`src/rtl/fifo_wr_arbiter.sv`:
```
// Round-robin arbiter sharing the fifo write port among NREQ producers; registered outputs, one beat per two cycles.
// Define FIFO_ARB_BURST_EN to let the current owner keep the port for up to MAX_BURST consecutive beats.
module fifo_wr_arbiter #(
  parameter int DSIZE     = 4,
  parameter int NREQ      = 4,
  parameter int MAX_BURST = 2,
  localparam int IDW      = $clog2(NREQ)
) (
  input  logic                  clk,
  input  logic                  rst_n,
  input  logic [NREQ-1:0]       req,
  input  logic [NREQ*DSIZE-1:0] req_data,
  output logic [NREQ-1:0]       ack,
  input  logic                  fifo_full,
  output logic                  fifo_winc,
  output logic [DSIZE-1:0]      fifo_wdata,
  output logic [IDW-1:0]        gnt_id
);

  localparam logic [0:0] IDLE  = 1'b0;
  localparam logic [0:0] WRITE = 1'b1;

  if (NREQ < 2 || NREQ > 8 || MAX_BURST < 1 || MAX_BURST > 8 || DSIZE < 1) begin : g_bad_param
    $error("fifo_wr_arbiter: parameter out of range");
  end

  logic [0:0]     state;
  logic [IDW-1:0] ptr;
  logic [IDW-1:0] rr_win;
  logic [IDW-1:0] win;
  logic           any_req;

  function automatic logic [IDW-1:0] wrap_add(input logic [IDW-1:0] base, input int off);
    int s;
    s = int'(base) + off;
    if (s >= NREQ) s = s - NREQ;
    return IDW'(s);
  endfunction

  // Scan from the far end back toward ptr so the closest requester wins.
  always_comb begin
    rr_win = ptr;
    for (int i = NREQ - 1; i >= 0; i--) begin
      if (req[wrap_add(ptr, i)]) rr_win = wrap_add(ptr, i);
    end
  end

  assign any_req = |req;

`ifdef FIFO_ARB_BURST_EN
  localparam int BCW = $clog2(MAX_BURST + 1);

  logic [BCW-1:0] burst_cnt;
  logic [BCW-1:0] cnt_nxt;
  logic           keep;

  always_comb begin
    keep    = req[gnt_id] && (burst_cnt < BCW'(MAX_BURST));
    win     = keep ? gnt_id : rr_win;
    cnt_nxt = keep ? burst_cnt + BCW'(1) : BCW'(1);
  end
`else
  assign win = rr_win;
`endif

  always_ff @(posedge clk) begin
    if (!rst_n) begin
      state      <= IDLE;
      ptr        <= '0;
      fifo_winc  <= 1'b0;
      fifo_wdata <= '0;
      ack        <= '0;
      gnt_id     <= '0;
`ifdef FIFO_ARB_BURST_EN
      burst_cnt  <= '0;
`endif
    end else begin
      case (state)
        IDLE: begin
          if (!fifo_full && any_req) begin
            state      <= WRITE;
            fifo_winc  <= 1'b1;
            fifo_wdata <= req_data[int'(win)*DSIZE +: DSIZE];
            ack        <= NREQ'(1) << win;
            gnt_id     <= win;
            // While the owner keeps bursting this rewrites the same value.
            ptr        <= wrap_add(win, 1);
`ifdef FIFO_ARB_BURST_EN
            burst_cnt  <= cnt_nxt;
`endif
          end else begin
            fifo_winc <= 1'b0;
            ack       <= '0;
          end
        end
        default: begin
          // Forced idle cycle lets fifo_full catch up with the beat just written.
          state     <= IDLE;
          fifo_winc <= 1'b0;
          ack       <= '0;
        end
      endcase
    end
  end

endmodule

```
`config.mk`:
```
export PLATFORM = sky130hd
export DESIGN_NAME = fifo_wr_arbiter
export DESIGN_NICKNAME = d
export VERILOG_FILES = /design/src/rtl/fifo_wr_arbiter.sv
export SDC_FILE = /design/constraint.sdc
export NUM_CORES = 1
export LEC_CHECK = 0
export CAP_MARGIN = 5
export CORE_MARGIN = 8
export CORE_UTILIZATION = 37
export CTS_CLUSTER_SIZE = 28
export DETAILED_ROUTE_END_ITERATION = 16
export PLACE_DENSITY = 0.76
export SLEW_MARGIN = 20
export SYNTH_ARGS = -nofsm -noshare
export SYNTH_HDL_FRONTEND = slang
export SYNTH_SLANG_ARGS = --single-unit
```
`constraint.sdc`:
```
create_clock -name clk -period 2.3 [get_ports clk]
set_clock_uncertainty 0.2 [all_clocks]
set_input_delay 0.23 -clock clk [delete_from_list [all_inputs] [get_ports clk]]
set_output_delay 0.23 -clock clk [all_outputs]
set_load 0.05 [all_outputs]
```
==> results.toml <==
[status]
status = "finished, final reports clean"

[placement]
place.gp.congestion = 0.7649
port-buffer-count = 33
place_inst = 120
dp_hpwl_mm = 1.567
dpl_cell_area_um2 = 1006
place_ws_ps = -232.7

[drt]
drc_errors = 0
antenna_left = 0
vias_per_cell = 5.298
drt_pre_antenna_iters = 5
wl_per_cell_um = 15.96
num_vias = 657
drt_wl_total_mm = 1.979
drt-initial-drc-count = 18

[synthesis]
syn_area_um2 = 628.1
synth-edff-count = 0
synth_ff_type = "dfxtp_1"
synthTopCellsByCount = "13 x dfxtp_1, 8 x mux2i_1, 7 x nor2_1"
ys_seq_area_frac = 0.4143
async_reset_ff_frac = 0
syn_nets = 89
ys_top_cells_by_area = "dfxtp_1 41%, mux2i_1 13%, o221ai_1 5.6%"
yosysUniqueCellTypes = 22
syn_avg_cell_area_um2 = 9.517
post-synth-top-count-cell = "dfxtp_1"
yosys_warnings = 0
yosys.area.top_type = "dfxtp_1"
synthCells = 66
synth_top_area_frac = 0.4143
synth_seq_cells = 13

[floorplanning]
start_util = 0.3803
rows = 15
coreArea_um2 = 1652
die_w_um = 57.20
die_area_um2 = 3272
die_y_um = 57.20
ios = 34

[global_routing]
grt-busiest-layer = "met2"
met2_usage = 0.2047
use_met3 = 0.03104
grt_pass1_wl_mm = 3.132
grt_pass1_vias = 661
grt_overflow = 0
antenna_found_initial = 0
grt_max_degree = 13
grtUsageMet1 = 0.1338
grt_usage = 0.1216

[timing]
layout_min_cycle_time_ps = 2036
hold_viol_final = 0
period_share = 0.8854
rsz0062_at_grt = "no"
finalSetupTns_ps = 0
worst_pin_slew_ps = 520.1
max_freq_mhz = 491.0
final_max_slew_viol_count = 0
holdWs_ps = 268.1
worst_slack_ps = 263.5
slew_headroom = 0.6522
setup_viol = 0

[layout]
layoutNonFillerInstCount = 124
nNetsFinal = 131
fin_area_um2 = 1037
final_util = 0.6280
layout-drive-gt1-share = 0.1028
syn2layout_area_growth_pct = 65.14
diodes = 0

[setup_path]
cp.depth = 6
worst_r2r_path_depth = 5
crit_path_end_kind = "flip-flop"
slowest_stage = "clkdlybuf4s50_1"
start_kind = "input pin"
cp_num_buf_inv = 1
crit_type = "in2reg"
path_max_fanout = 12
startpoint = "req[3]"
worstSetupEndpoint = "fifo_wdata[1]"
cp_cell_sequence = "clkdlybuf4s50_1, nor3_1, a2111oi_4, nor2_4, mux2i_1, o221ai_1"
critPathTopFamily = "simple AND/OR/NAND/NOR gates"
cpPeakStageDelay_ps = 460
required_ps = 2250
reg2reg_to = "fifo_wdata[1]"
timing.rr.start = "ptr[1]"
reg2reg_setup_slack_ps = 310
critPathArrivalTime_ps = 1980

[power]
peakVddDrop_mv = 0.3289
power_mw = 0.6268
power_density_nw_per_um2 = 604.3
p_leak_nw = 0.4223

[clock_tree]
cts-root-buf = "clkbuf_4"
cts_inserted_buffers = 3
clockBufferDepth = 2
post_cts_buffers = 0
path_clk_slew_ps = 80
holdBufCountCts = 0
insertion_delay_ps = 270
cts_resized = 0
cts_tree = "yes"
cts.sinks = 13
cts_htree_levels = 1

[min_path]
min_path_type = "reg2reg"

[run]
cap_violations = 0
[kinds of logic after synthesis]
group           share of synthesized area
flops                              0.4143
compound gates                     0.2331
xor+xnor                          0.01395
mux                                0.1275
simple gates                       0.1753
buf+inv                           0.03585
[cell usage in the layout (no fill, tap or decap), drive strengths merged]
| cell | Yosys | routed |
|---|---|---|
| dfxtp | 13 | 13 |
| o21a | 2 | 2 |
| o21ai | 2 | 2 |
| xor2 | 1 | 1 |
| nand3 | 4 | 4 |
| buf | 1 | 5 |
| o221ai | 4 | 4 |
| nand2 | 4 | 4 |
| nor3 | 3 | 3 |
| clkdlybuf4s50 | 0 | 33 |
| a211o | 1 | 1 |
| inv | 3 | 3 |
| clkbuf | 0 | 4 |
| o221a | 1 | 1 |
| a2111oi | 1 | 1 |
| nand2b | 1 | 1 |
| mux2i | 8 | 8 |
| nor2 | 8 | 8 |
| nor2b | 2 | 2 |
| a21oi | 3 | 3 |
| a211oi | 2 | 2 |
| a2bb2oi | 1 | 1 |
| and3b | 1 | 1 |
[worst reg2reg max path, delay by kind of cell (launching register included)]
kind,cells,cell delay [ps]
and+or+nand+nor,2,750
DFF,1,360
muxes,1,280
AOI/OAI and AO/OA,2,280
[registers in the layout, summed over array words and instances (netlist names)]
signal and flops:
ack 4, ptr 2, state 1, gnt_id 2, fifo_wdata 4
[area by class of cell]
type                       instances  area, um2
sequential                        13      260.3
inverter                           3      11.26
multi-input combinational         49      350.3
clock buffer                       4      26.28
timing repair buffer              38      367.9
tap                               17      21.27
fill                             154      614.3
[worst min path at each step]
| stage | start | to | slack [ps] | depth (start not counted) |
|---|---|---|---|---|
| after CTS | gnt_id[0] | gnt_id[0] | 280 | 2 |
| after global routing | gnt_id[0] | gnt_id[0] | 310 | 2 |
| after detailed placement | gnt_id[0] | gnt_id[0] | 260 | 2 |
| after global placement | gnt_id[0] | gnt_id[0] | 250 | 2 |
| final | gnt_id[0] | gnt_id[0] | 270 | 2 |
| after floorplan | rst_n | ptr[0] | 170 | 2 |
[power by group]
part / leakage (nW) / switching (mW) / internal (mW)
Combinational: 0.301 / 0.124 / 0.105
Clock: 0.0150 / 0.0750 / 0.0672
Sequential: 0.107 / 0.0118 / 0.244
Total: 0.422 / 0.210 / 0.416
[routing by layer]
metal | wire length [um] | share of wire | vias up
met3 | 125 | 0.063 | 2
met2 | 1016 | 0.51 | 23
met1 | 804 | 0.41 | 304
met5 | 0 | 0 | -
met4 | 31 | 0.016 | 0
li1 | - | - | 328
No activity file was read; power rests on OpenSTA's default activity.
